## src/rtl/scu_pkg.sv

```systemverilog
// Shared SCU pipeline definitions: opcodes, ALU encodings and the control bundle.
package scu_pkg;

    localparam int unsigned OPCODE_W = 4;
    localparam int unsigned ALUOP_W  = 3;

    localparam logic [OPCODE_W-1:0] OP_NOP  = 4'b0000;
    localparam logic [OPCODE_W-1:0] OP_SVPC = 4'b1111;
    localparam logic [OPCODE_W-1:0] OP_LD   = 4'b1110;
    localparam logic [OPCODE_W-1:0] OP_ST   = 4'b0011;
    localparam logic [OPCODE_W-1:0] OP_ADD  = 4'b0100;
    localparam logic [OPCODE_W-1:0] OP_INC  = 4'b0101;
    localparam logic [OPCODE_W-1:0] OP_NEG  = 4'b0110;
    localparam logic [OPCODE_W-1:0] OP_SUB  = 4'b0111;
    localparam logic [OPCODE_W-1:0] OP_J    = 4'b1000;
    localparam logic [OPCODE_W-1:0] OP_BRZ  = 4'b1001;
    localparam logic [OPCODE_W-1:0] OP_JM   = 4'b1010;
    localparam logic [OPCODE_W-1:0] OP_BRN  = 4'b1011;

    localparam logic [ALUOP_W-1:0] ALU_PASS = 3'b000;
    localparam logic [ALUOP_W-1:0] ALU_ADD  = 3'b001;
    localparam logic [ALUOP_W-1:0] ALU_NEG  = 3'b010;
    localparam logic [ALUOP_W-1:0] ALU_SUB  = 3'b011;

    typedef struct packed {
        logic               brz;
        logic               brn;
        logic               j;
        logic               regw;
        logic               wai;
        logic               memw;
        logic               memr;
        logic               alusrc;
        logic               svpc;
        logic [ALUOP_W-1:0] aluop;
    } ctrl_t;

    // Control bundle for an opcode; unknown opcodes behave as NOP.
    function automatic ctrl_t decode_ctrl(input logic [OPCODE_W-1:0] op);
        ctrl_t c;
        c = '0;
        case (op)
            OP_SVPC: begin c.regw = 1'b1; c.alusrc = 1'b1; c.svpc = 1'b1; c.aluop = ALU_ADD; end
            OP_LD:   begin c.regw = 1'b1; c.memr = 1'b1; c.wai = 1'b1; end
            OP_ST:   begin c.memw = 1'b1; end
            OP_ADD:  begin c.regw = 1'b1; c.aluop = ALU_ADD; end
            OP_INC:  begin c.regw = 1'b1; c.alusrc = 1'b1; c.aluop = ALU_ADD; end
            OP_NEG:  begin c.regw = 1'b1; c.aluop = ALU_NEG; end
            OP_SUB:  begin c.regw = 1'b1; c.aluop = ALU_SUB; end
            OP_J:    begin c.j = 1'b1; end
            OP_BRZ:  begin c.brz = 1'b1; end
            OP_JM:   begin c.j = 1'b1; c.memr = 1'b1; end
            OP_BRN:  begin c.brn = 1'b1; end
            default: c = '0;
        endcase
        return c;
    endfunction

    // True when the opcode reads the rs register.
    function automatic logic uses_rs(input logic [OPCODE_W-1:0] op);
        case (op)
            OP_LD, OP_ST, OP_ADD, OP_INC, OP_NEG, OP_SUB,
            OP_J, OP_BRZ, OP_JM, OP_BRN: return 1'b1;
            default:                     return 1'b0;
        endcase
    endfunction

    // True when the opcode reads the rt register.
    function automatic logic uses_rt(input logic [OPCODE_W-1:0] op);
        case (op)
            OP_ADD, OP_SUB, OP_ST, OP_BRZ, OP_BRN: return 1'b1;
            default:                               return 1'b0;
        endcase
    endfunction

endpackage

```

## src/rtl/regfile_bypass.sv

```systemverilog
// Register file, two combinational read ports, one write port, optional write-through.
module regfile_bypass #(
    parameter int unsigned XLEN    = 32,
    parameter int unsigned RADDR_W = 6,
    parameter int unsigned BYPASS  = 1
) (
    input  logic               clk,
    input  logic               rst_n,
    input  logic               we,
    input  logic [RADDR_W-1:0] waddr,
    input  logic [XLEN-1:0]    wdata,
    input  logic [RADDR_W-1:0] raddr_a,
    output logic [XLEN-1:0]    rdata_a,
    input  logic [RADDR_W-1:0] raddr_b,
    output logic [XLEN-1:0]    rdata_b
);

    localparam int unsigned NREG   = 2 ** RADDR_W;
    localparam logic        BYP_EN = (BYPASS != 0);

    logic [XLEN-1:0] mem_q [NREG];
    logic [XLEN-1:0] mem_d [NREG];
    logic            hit_a;
    logic            hit_b;

    // Next register contents: single write port.
    always_comb begin
        mem_d = mem_q;
        if (we) begin
            mem_d[waddr] = wdata;
        end
    end

    // Storage, cleared on reset.
    always_ff @(posedge clk or negedge rst_n) begin
        if (!rst_n) begin
            for (int unsigned i = 0; i < NREG; i++) begin
                mem_q[i] <= '0;
            end
        end else begin
            mem_q <= mem_d;
        end
    end

    // Read ports; a same-cycle write wins when write-through is enabled.
    always_comb begin
        hit_a   = BYP_EN && we && (waddr == raddr_a);
        hit_b   = BYP_EN && we && (waddr == raddr_b);
        rdata_a = hit_a ? wdata : mem_q[raddr_a];
        rdata_b = hit_b ? wdata : mem_q[raddr_b];
    end

endmodule

```

## src/rtl/id_stage_pipe.sv

```systemverilog
// SCU decode stage: field decode, control, register read, load-use stall, ID/EX buffer.
module id_stage_pipe
    import scu_pkg::*;
#(
    parameter int unsigned XLEN    = 32,
    parameter int unsigned RADDR_W = 6,
    parameter int unsigned IMM_W   = 22,
    parameter int unsigned BYPASS  = 1
) (
    input  logic               clk,
    input  logic               rst_n,
    input  logic               in_valid,
    input  logic [XLEN-1:0]    in_pc,
    input  logic [31:0]        in_instr,
    output logic               id_ready,
    input  logic               ex_ready,
    input  logic               flush,
    input  logic               ex_memr,
    input  logic [RADDR_W-1:0] ex_rd,
    input  logic               wb_we,
    input  logic [RADDR_W-1:0] wb_rd,
    input  logic [XLEN-1:0]    wb_data,
    output logic               out_valid,
    output logic [XLEN-1:0]    out_pc,
    output logic [XLEN-1:0]    out_rs_data,
    output logic [XLEN-1:0]    out_rt_data,
    output logic [XLEN-1:0]    out_imm,
    output logic [RADDR_W-1:0] out_rd,
    output logic               out_brz,
    output logic               out_brn,
    output logic               out_j,
    output logic               out_regw,
    output logic               out_wai,
    output logic               out_memw,
    output logic               out_memr,
    output logic               out_alusrc,
    output logic               out_svpc,
    output logic [2:0]         out_aluop
);

    localparam int unsigned FIELD_W = 6;

    logic [OPCODE_W-1:0] opcode;
    logic [FIELD_W-1:0]  rd_f;
    logic [FIELD_W-1:0]  rs_f;
    logic [FIELD_W-1:0]  rt_f;
    logic [RADDR_W-1:0]  rd_a;
    logic [RADDR_W-1:0]  rs_a;
    logic [RADDR_W-1:0]  rt_a;
    logic [IMM_W-1:0]    imm_raw;
    logic [XLEN-1:0]     imm_ext;
    ctrl_t               ctrl_dec;
    logic                rs_use;
    logic                rt_use;
    logic                hazard;
    logic                ready_c;
    logic [XLEN-1:0]     rs_rdata;
    logic [XLEN-1:0]     rt_rdata;

    logic                valid_q,   valid_d;
    ctrl_t               ctrl_q,    ctrl_d;
    logic [XLEN-1:0]     pc_q,      pc_d;
    logic [XLEN-1:0]     rs_data_q, rs_data_d;
    logic [XLEN-1:0]     rt_data_q, rt_data_d;
    logic [XLEN-1:0]     imm_q,     imm_d;
    logic [RADDR_W-1:0]  rd_q,      rd_d;

    regfile_bypass #(
        .XLEN    (XLEN),
        .RADDR_W (RADDR_W),
        .BYPASS  (BYPASS)
    ) u_rf (
        .clk     (clk),
        .rst_n   (rst_n),
        .we      (wb_we),
        .waddr   (wb_rd),
        .wdata   (wb_data),
        .raddr_a (rs_a),
        .rdata_a (rs_rdata),
        .raddr_b (rt_a),
        .rdata_b (rt_rdata)
    );

    // Field extraction, control decode and load-use detection.
    always_comb begin
        opcode   = in_instr[31:28];
        rd_f     = in_instr[27:22];
        rs_f     = in_instr[21:16];
        rt_f     = in_instr[15:10];
        rd_a     = rd_f[RADDR_W-1:0];
        rs_a     = rs_f[RADDR_W-1:0];
        rt_a     = rt_f[RADDR_W-1:0];
        imm_raw  = in_instr[IMM_W-1:0];
        imm_ext  = XLEN'($signed(imm_raw));
        ctrl_dec = decode_ctrl(opcode);
        rs_use   = uses_rs(opcode);
        rt_use   = uses_rt(opcode);
        hazard   = ex_memr && valid_q &&
                   ((rs_use && (ex_rd == rs_a)) || (rt_use && (ex_rd == rt_a)));
    end

    // ID/EX next state by priority: flush, downstream stall, bubble, capture.
    always_comb begin
        valid_d   = valid_q;
        ctrl_d    = ctrl_q;
        pc_d      = pc_q;
        rs_data_d = rs_data_q;
        rt_data_d = rt_data_q;
        imm_d     = imm_q;
        rd_d      = rd_q;
        ready_c   = 1'b0;
        if (flush) begin
            valid_d = 1'b0;
            ctrl_d  = '0;
            ready_c = 1'b1;
        end else if (!ex_ready) begin
            ready_c = 1'b0;
        end else if (hazard) begin
            valid_d = 1'b0;
            ctrl_d  = '0;
        end else begin
            valid_d   = in_valid;
            ctrl_d    = in_valid ? ctrl_dec : '0;
            pc_d      = in_pc;
            rs_data_d = rs_rdata;
            rt_data_d = rt_rdata;
            imm_d     = imm_ext;
            rd_d      = rd_a;
            ready_c   = 1'b1;
        end
    end

    // ID/EX buffer registers.
    always_ff @(posedge clk or negedge rst_n) begin
        if (!rst_n) begin
            valid_q   <= 1'b0;
            ctrl_q    <= '0;
            pc_q      <= '0;
            rs_data_q <= '0;
            rt_data_q <= '0;
            imm_q     <= '0;
            rd_q      <= '0;
        end else begin
            valid_q   <= valid_d;
            ctrl_q    <= ctrl_d;
            pc_q      <= pc_d;
            rs_data_q <= rs_data_d;
            rt_data_q <= rt_data_d;
            imm_q     <= imm_d;
            rd_q      <= rd_d;
        end
    end

    // Output mapping.
    always_comb begin
        id_ready    = ready_c;
        out_valid   = valid_q;
        out_pc      = pc_q;
        out_rs_data = rs_data_q;
        out_rt_data = rt_data_q;
        out_imm     = imm_q;
        out_rd      = rd_q;
        out_brz     = ctrl_q.brz;
        out_brn     = ctrl_q.brn;
        out_j       = ctrl_q.j;
        out_regw    = ctrl_q.regw;
        out_wai     = ctrl_q.wai;
        out_memw    = ctrl_q.memw;
        out_memr    = ctrl_q.memr;
        out_alusrc  = ctrl_q.alusrc;
        out_svpc    = ctrl_q.svpc;
        out_aluop   = ctrl_q.aluop;
    end

endmodule

```

## config.mk

```make
export PLATFORM = sky130hd
export DESIGN_NAME = id_stage_pipe
export DESIGN_NICKNAME = d
export VERILOG_FILES = /design/src/rtl/scu_pkg.sv /design/src/rtl/regfile_bypass.sv /design/src/rtl/id_stage_pipe.sv
export SDC_FILE = /design/constraint.sdc
export NUM_CORES = 2
export LEC_CHECK = 0
export CAP_MARGIN = 0
export CORE_MARGIN = 2
export CORE_UTILIZATION = 60
export DETAILED_ROUTE_END_ITERATION = 16
export HOLD_SLACK_MARGIN = 0.03
export PLACE_DENSITY = 0.74
export SLEW_MARGIN = 5
export SYNTH_ARGS = -nofsm -noshare
export SYNTH_HDL_FRONTEND = slang
export SYNTH_SLANG_ARGS = --single-unit
```

## constraint.sdc

```tcl
create_clock -name clk -period 2.76 [get_ports clk]
set_clock_uncertainty 0.05 [all_clocks]
set_input_delay 0.552 -clock clk [delete_from_list [all_inputs] [get_ports clk]]
set_output_delay 0.552 -clock clk [all_outputs]
set_load 0.02 [all_outputs]
```

# Word-level counts from Yosys, hierarchy flattened

Memory sizes are Yosys's and may differ from the RTL's.
Index checks and enable logic that the tools add are counted.

Register bits after elaboration: 2185
ROM bits: 16
Output and inout port bits: 148
Memories: 1

Magnitude comparators: 4
Equality and inequality tests: 15
Mux-type cells: 32
Bitwise gates (word level): 5
Reduce and logical (&&, ||, !) cells: 16

Memory list:

| memory          | words | width | rd ports | clocked after Yosys merged registers in | write ports | RTL line      | text |
|---|---|---|---|---|---|---|---|
| (no name shown) | 16    | 1     | 1        | 0                                       | 0           | scu_pkg.sv:61 | `case (op)` |

Operators with widths:

| kind                                                      | number |
|---|---|
| bitwise mux 2048 bit                                      | 1 |
| binary-select mux 32 bit (select 6 bit)                   | 2 |
| 2-to-1 mux 32 bit                                         | 7 |
| demux 32 bit (select 6 bit)                               | 1 |
| 2-to-1 mux 12 bit                                         | 4 |
| equality test 4 bit (second input constant)               | 6 |
| equality test 6 bit                                       | 4 |
| greater-or-equal comparator 7 bit (second input constant) | 3 |
| NOT 6 -> 7 bit                                            | 3 |
| equality test 4 x 3 -> 1 bit (second input constant)      | 4 |
| 2-to-1 mux 1 bit                                          | 16 |
| logical AND 1 bit                                         | 7 |
| < comparator 7 x 1 -> 1 bit (second input constant)       | 1 |
| one-hot mux 2 bit (3 select lines)                        | 1 |
| OR reduction 2 bit                                        | 3 |
| OR reduction 6 bit                                        | 1 |
| OR reduction 5 bit                                        | 1 |
| equality test 4 x 2 -> 1 bit (second input constant)      | 1 |
| AND reduction 3 bit                                       | 1 |
| OR reduction 3 bit                                        | 1 |
| NOT 1 bit                                                 | 2 |
| nonzero test 2 bit                                        | 1 |
| logical OR 1 bit                                          | 1 |

# Logic depth before layout (Yosys ltp)

Depth in word-level cells: 9
Mapped depth: 12
Mapped depth without buffers: 6

# Modules after synthesis

From an unflattened synthesis, not the netlist that was laid out.

Cell total of the unflattened synthesis: 7654
Area total of the unflattened synthesis: 115457.0 um2

Modules (own cells, without submodules):

| module         | times used | cells each | area an instance (um2) | seq. area each (um2) |
|---|---|---|---|---|
| regfile_bypass | 1          | 7309       | 109711.5               | 51249.2 |
| id_stage_pipe  | 1          | 345        | 5745.5                 | 3403.3 |

# Least setup slack after synthesis

No wires, ideal clock.

Path type: input port to flip-flop
Start: in in_instr[16]
End: reg rs_data_q[17] (netlist: out_rs_data[17])
Arrival time: 2.326 ns
Required time: 2.582 ns
Slack: 0.256 ns
Cell stages on the path: 9
Path through: buf_4 -> buf_8 -> buf_6 -> buf_2 -> mux4_2 -> mux2i_1 -> a21oi_1 -> nor4_1 -> o21ai_1

Longest elaborated chain between the ends: 6
Elaborated cells on any way between the ends: 13

RTL lines:

| what                                                                            | RTL line             | text |
|---|---|---|
| from (decl)                                                                     | id_stage_pipe.sv:14  | `input logic [31:0] in_instr,` |
| branches (longest 6 deep; another with binary-select mux 32 bit (select 6 bit)) | --                   |  |
| to (signal assigned)                                                            | id_stage_pipe.sv:147 | `rs_data_q <= rs_data_d;` |
| to (decl)                                                                       | id_stage_pipe.sv:63  | `logic [XLEN-1:0] rs_data_q, rs_data_d;` |

Parallel ways; which one is timed is not known. The select of a mux whose other input is x is not followed.
A chain may end at the register's enable or synchronous reset.

# Worst setup path in the final report

Start: reg valid_q (netlist: out_valid)
End: out id_ready

Longest elaborated chain between the ends: 5

RTL lines:

| what                            | RTL line             | text |
|---|---|---|
| from (decl)                     | id_stage_pipe.sv:60  | `logic valid_q, valid_d;` |
| from (signal assigned)          | id_stage_pipe.sv:144 | `valid_q <= valid_d;` |
| logical AND 1 bit (2 in series) | id_stage_pipe.sv:98  | `hazard = ex_memr && valid_q &&` |
| 2-to-1 mux 1 bit                | id_stage_pipe.sv:118 | `end else if (hazard) begin` |
| 2-to-1 mux 1 bit                | id_stage_pipe.sv:116 | `end else if (!ex_ready) begin` |
| 2-to-1 mux 1 bit                | id_stage_pipe.sv:112 | `if (flush) begin` |
| to (decl)                       | id_stage_pipe.sv:15  | `output logic id_ready,` |

Every way passes these cells.

==> out/qor.yml <==
outcome:
  status: "finished with violations"
  violations: "setup timing"
power_and_ir_drop:
  p_per_area_nw_per_um2: 644
  combinationalPowerShare: 0.189
  peakVddDrop_v: 0.000674
  netSwitchingPower_uw: 25000
  clkPwrFrac: 0.362
  internal_power_uw: 63900
  seqPwrFrac: 0.449
  switching_share: 0.281
  p_leak_uw: 0.0636
cts:
  clock_latency_ps: 890
  cts.clk_slew.worst_paths_ps: 60
  cts_tree: "built"
  clockBufferDepth: 3
  cts-buffers-inserted: 228
  root_buffer: "clkbuf_16"
  cts_sinks: 2184
  cts_max_level: 4
critical_path:
  r2r_setup_slack_ps: 140
  endpoint_kind: "output port"
  crit_path_max_fanout: 2
  r2r_end: "out_rt_data[23]"
  r2r_start: "u_rf.mem_q[23]"
  critPathCapture: "id_ready"
  crit_arrival_ps: 2600
  cp_cell_sequence: "nand2_4, nor4_4, buf_4, nand3_4, a31o_4, buf_6"
  path_class: "register to output port"
  cp-start-kind: "register"
  critPathMaxStageDelay_ps: 470
  worstSetupStartpoint: "out_valid"
  cp.required_ps: 2160
  crit_slowest_cell: "nor4_4"
  r2r_cells: 6
route:
  drtAntennaViolNets: 0
  firstDrtPassIters: 7
  drc: 0
  routedWlPerCell_um: 36.3
  via_per_inst: 7.28
  drtIter0Drc: 11100
  vias: 86700
  wl_mm: 432
timing:
  fin_crit_sh: 1.16
  hold_violations: 0
  finalSetupViolCount: 1
  rsz0062_at_grt: "true"
  max_freq_ghz: 0.313
  drv_slew: 0
  period_minus_slack_ps: 3200
  slew_headroom: 0.207
  worstMarginPinSlew_ps: 1180
  layout_setup_ws_ps: -439
synthesis:
  synth_mux_area_frac: 0.399
  synth_top_area_frac: 0.472
  syn_area_per_cell_um2: 13.7
  yosysWarnings: 0
  synth_adder_area_share: 0
  yosysUniqueCellTypes: 63
  postSynthCellCount: 8450
  yosysTopAreaCell: "dfrtp_1"
  ys_seq_area_frac: 0.472
  syn_area_um2: 116000
  synth-compound-area-share: 0.0520
  synth_xor_area_frac: 0.00189
  ys_seq_elements: 2184
  async_flop_share: 1.00
  synth_ff_type: "dfrtp_1"
  synth_top_family_by_area: "multiplexers"
  yosys.area_share.simple: 0.0354
  synth_edf_count: 0
  syn_nets: 8565
  synth_area_leaders: "dfrtp_1 47%, mux2_2 20%, mux4_2 13%, mux2i_1 7.3%, a22oi_1 1.4%"
cells_and_area:
  area_growth_pct: 19.1
  layout-drive-gt1-share: 0.468
  finalInstanceArea_um2: 138000
  design.final.nets: 9292
  fill_cells: 12700
  post-route-util: 0.718
  register_area_um2: 54700
  multi_input_area_um2: 57200
floorplan:
  core_area_um2: 192000
  ios: 263
  rows: 161
  die_x_um: 444
  die_area_um2: 197000
  die_h_um: 444
  start_util: 0.603
grt:
  grt_pass1_wl_mm: 623
  antenna_found_initial: 20
  grt_pass1_vias: 87800
  gr-total-overflow: 0
  track_usage: 0.438
  grt_max_degree: 112
place:
  port_buffers: 261
  post_dp_cell_area_um2: 130000
  hpwl_mm: 296
  place_congestion: 0.987
job:
  max_cap_violations: 0
worst_hold_path:
  min-delay-start: "wb_data[21]"
  hold_class: "input pin to register"
==> per-stage QoR <==
step	instances	hold slack [ps]	setup WS (ps)	total power (uW)	setup TNS, ps
finish	11900	106	-439	88800	-439
global route	11900	120	-484	91400	-484
CTS	11900	58.5	-424	88400	-424
detailed placement	11500	416	-1740	56600	-304630
global placement	11500	406	-1700	55700	-286720
floorplan	8450	206	256	49400	0
==> sequential cells by signal, indices dropped and copies added (netlist names), 2 cells and up <==
| signal | cells |
|---|---|
| u_rf.mem_q | 2048 |
| out_aluop | 2 |
| out_rs_data | 32 |
| out_rd | 6 |
| out_pc | 32 |
| out_imm | 22 |
| out_rt_data | 32 |
==> repair_timing <==
action                                 CTS  global route
setup endpoints to repair              150             8
pin swaps                                4             0
endpoints found under the hold margin   53             0
cloned                                   0             0
buffers inserted                         1             0
hold buffers                             2             0
gates resized for setup                 34             7
==> layer usage <==
layer,global-route usage,vias up,part of all wire
li1,-,33600,-
met1,0.568,45300,0.36
met2,0.620,6234,0.43
met4,0.340,16,0.093
met5,0,-,0.00025
met3,0.130,1577,0.12
==> synth_stat cells (23+ instances only) <==
library cell,instances
mux2_2,2057
nor4_1,44
buf_6,44
nor3_1,68
mux4_2,647
nand3_1,141
o21ai_1,32
a211oi_1,100
nor2b_1,45
o21ai_0,51
buf_4,87
a22oi_1,215
nand4_1,23
buf_2,235
o31ai_1,24
mux2i_1,840
o22ai_1,258
buf_1,115
a21oi_1,160
clkbuf_1,394
nor2_1,94
dfrtp_1,2184
nand2_1,382
==> layout by cell type, fill, tap and decap left out, types with 9 or more instances in the layout <==
master and count:
nand2b_1 15, dfrtp_1 2175, nand2_1 349, a22oi_1 215
clkdlybuf4s50_1 207, a221o_1 19, nand3_1 138, diode_2 14
clkbuf_16 229, dfrtp_2 9, o31ai_1 24, clkinv_2 38
a211oi_1 98, xor2_1 17, nor4_1 39, mux2i_1 840
nor2b_1 40, nor2_4 34, buf_4 795, or3b_2 9
nand2_2 32, o41ai_1 12, a21oi_1 160, o22ai_1 258
clkbuf_8 62, mux2_2 2057, nand3b_1 10, nor3_1 62
and2_1 10, buf_12 336, o21ai_0 51, bufinv_16 20
mux4_2 647, nand4_1 23, clkbuf_1 50, nor2_1 55
o21ai_1 32, buf_2 34
==> power by group through the flow <==
stage / clock (uW) / combinational (uW) / sequential, uW
5_1_grt: 33600 / 17500 / 40300
3_5_place_dp: 0 / 16400 / 40200
2_1_floorplan: 0 / 10200 / 39200
3_3_place_gp: 0 / 15900 / 39800
6_report: 32200 / 16800 / 39900
4_1_cts: 32300 / 16500 / 39700
==> worst min path at each step <==
stage / slack (ps) / cells after the start / end
3_5_place_dp: 420 / 2 / out_pc[23]
4_1_cts: 60 / 2 / u_rf.mem_q[629]
6_report: 110 / 2 / u_rf.mem_q[949]
3_3_place_gp: 410 / 2 / out_pc[7]
2_1_floorplan: 210 / 0 / out_aluop[0]
5_1_grt: 120 / 2 / u_rf.mem_q[949]
==> layout make-up <==
cell class | count | share of cell area
Antenna cell | 14 | 0.000254
Clock buffer | 341 | 0.0491
Clock inverter | 78 | 0.00722
Inverter | 4 | 0.000109
Multi-Input combinational cell | 5364 | 0.414
Sequential cell | 2184 | 0.396
Tap cell | 2526 | 0.0229
Timing Repair Buffer | 1395 | 0.110
==> cells by family (layout without fill, tap and decap cells) <==
kind of cell	Yosys count	in the layout
muxes	3549	3549
DFF	2184	2184
AOI/OAI and AO/OA	911	911
buffers and inverters	902	1818
and+or+nand+nor	878	878
xor gates and xnor gates	25	25
other	1	15
==> critical path, delay by kind of cell (launching register included) <==
family                 cells  cell delay (ps)
buffers and inverters      2              380
AOI/OAI and AO/OA          1              230
DFF                        1              390
and+or+nand+nor            3              700
No activity file was read; power rests on OpenSTA's default activity.
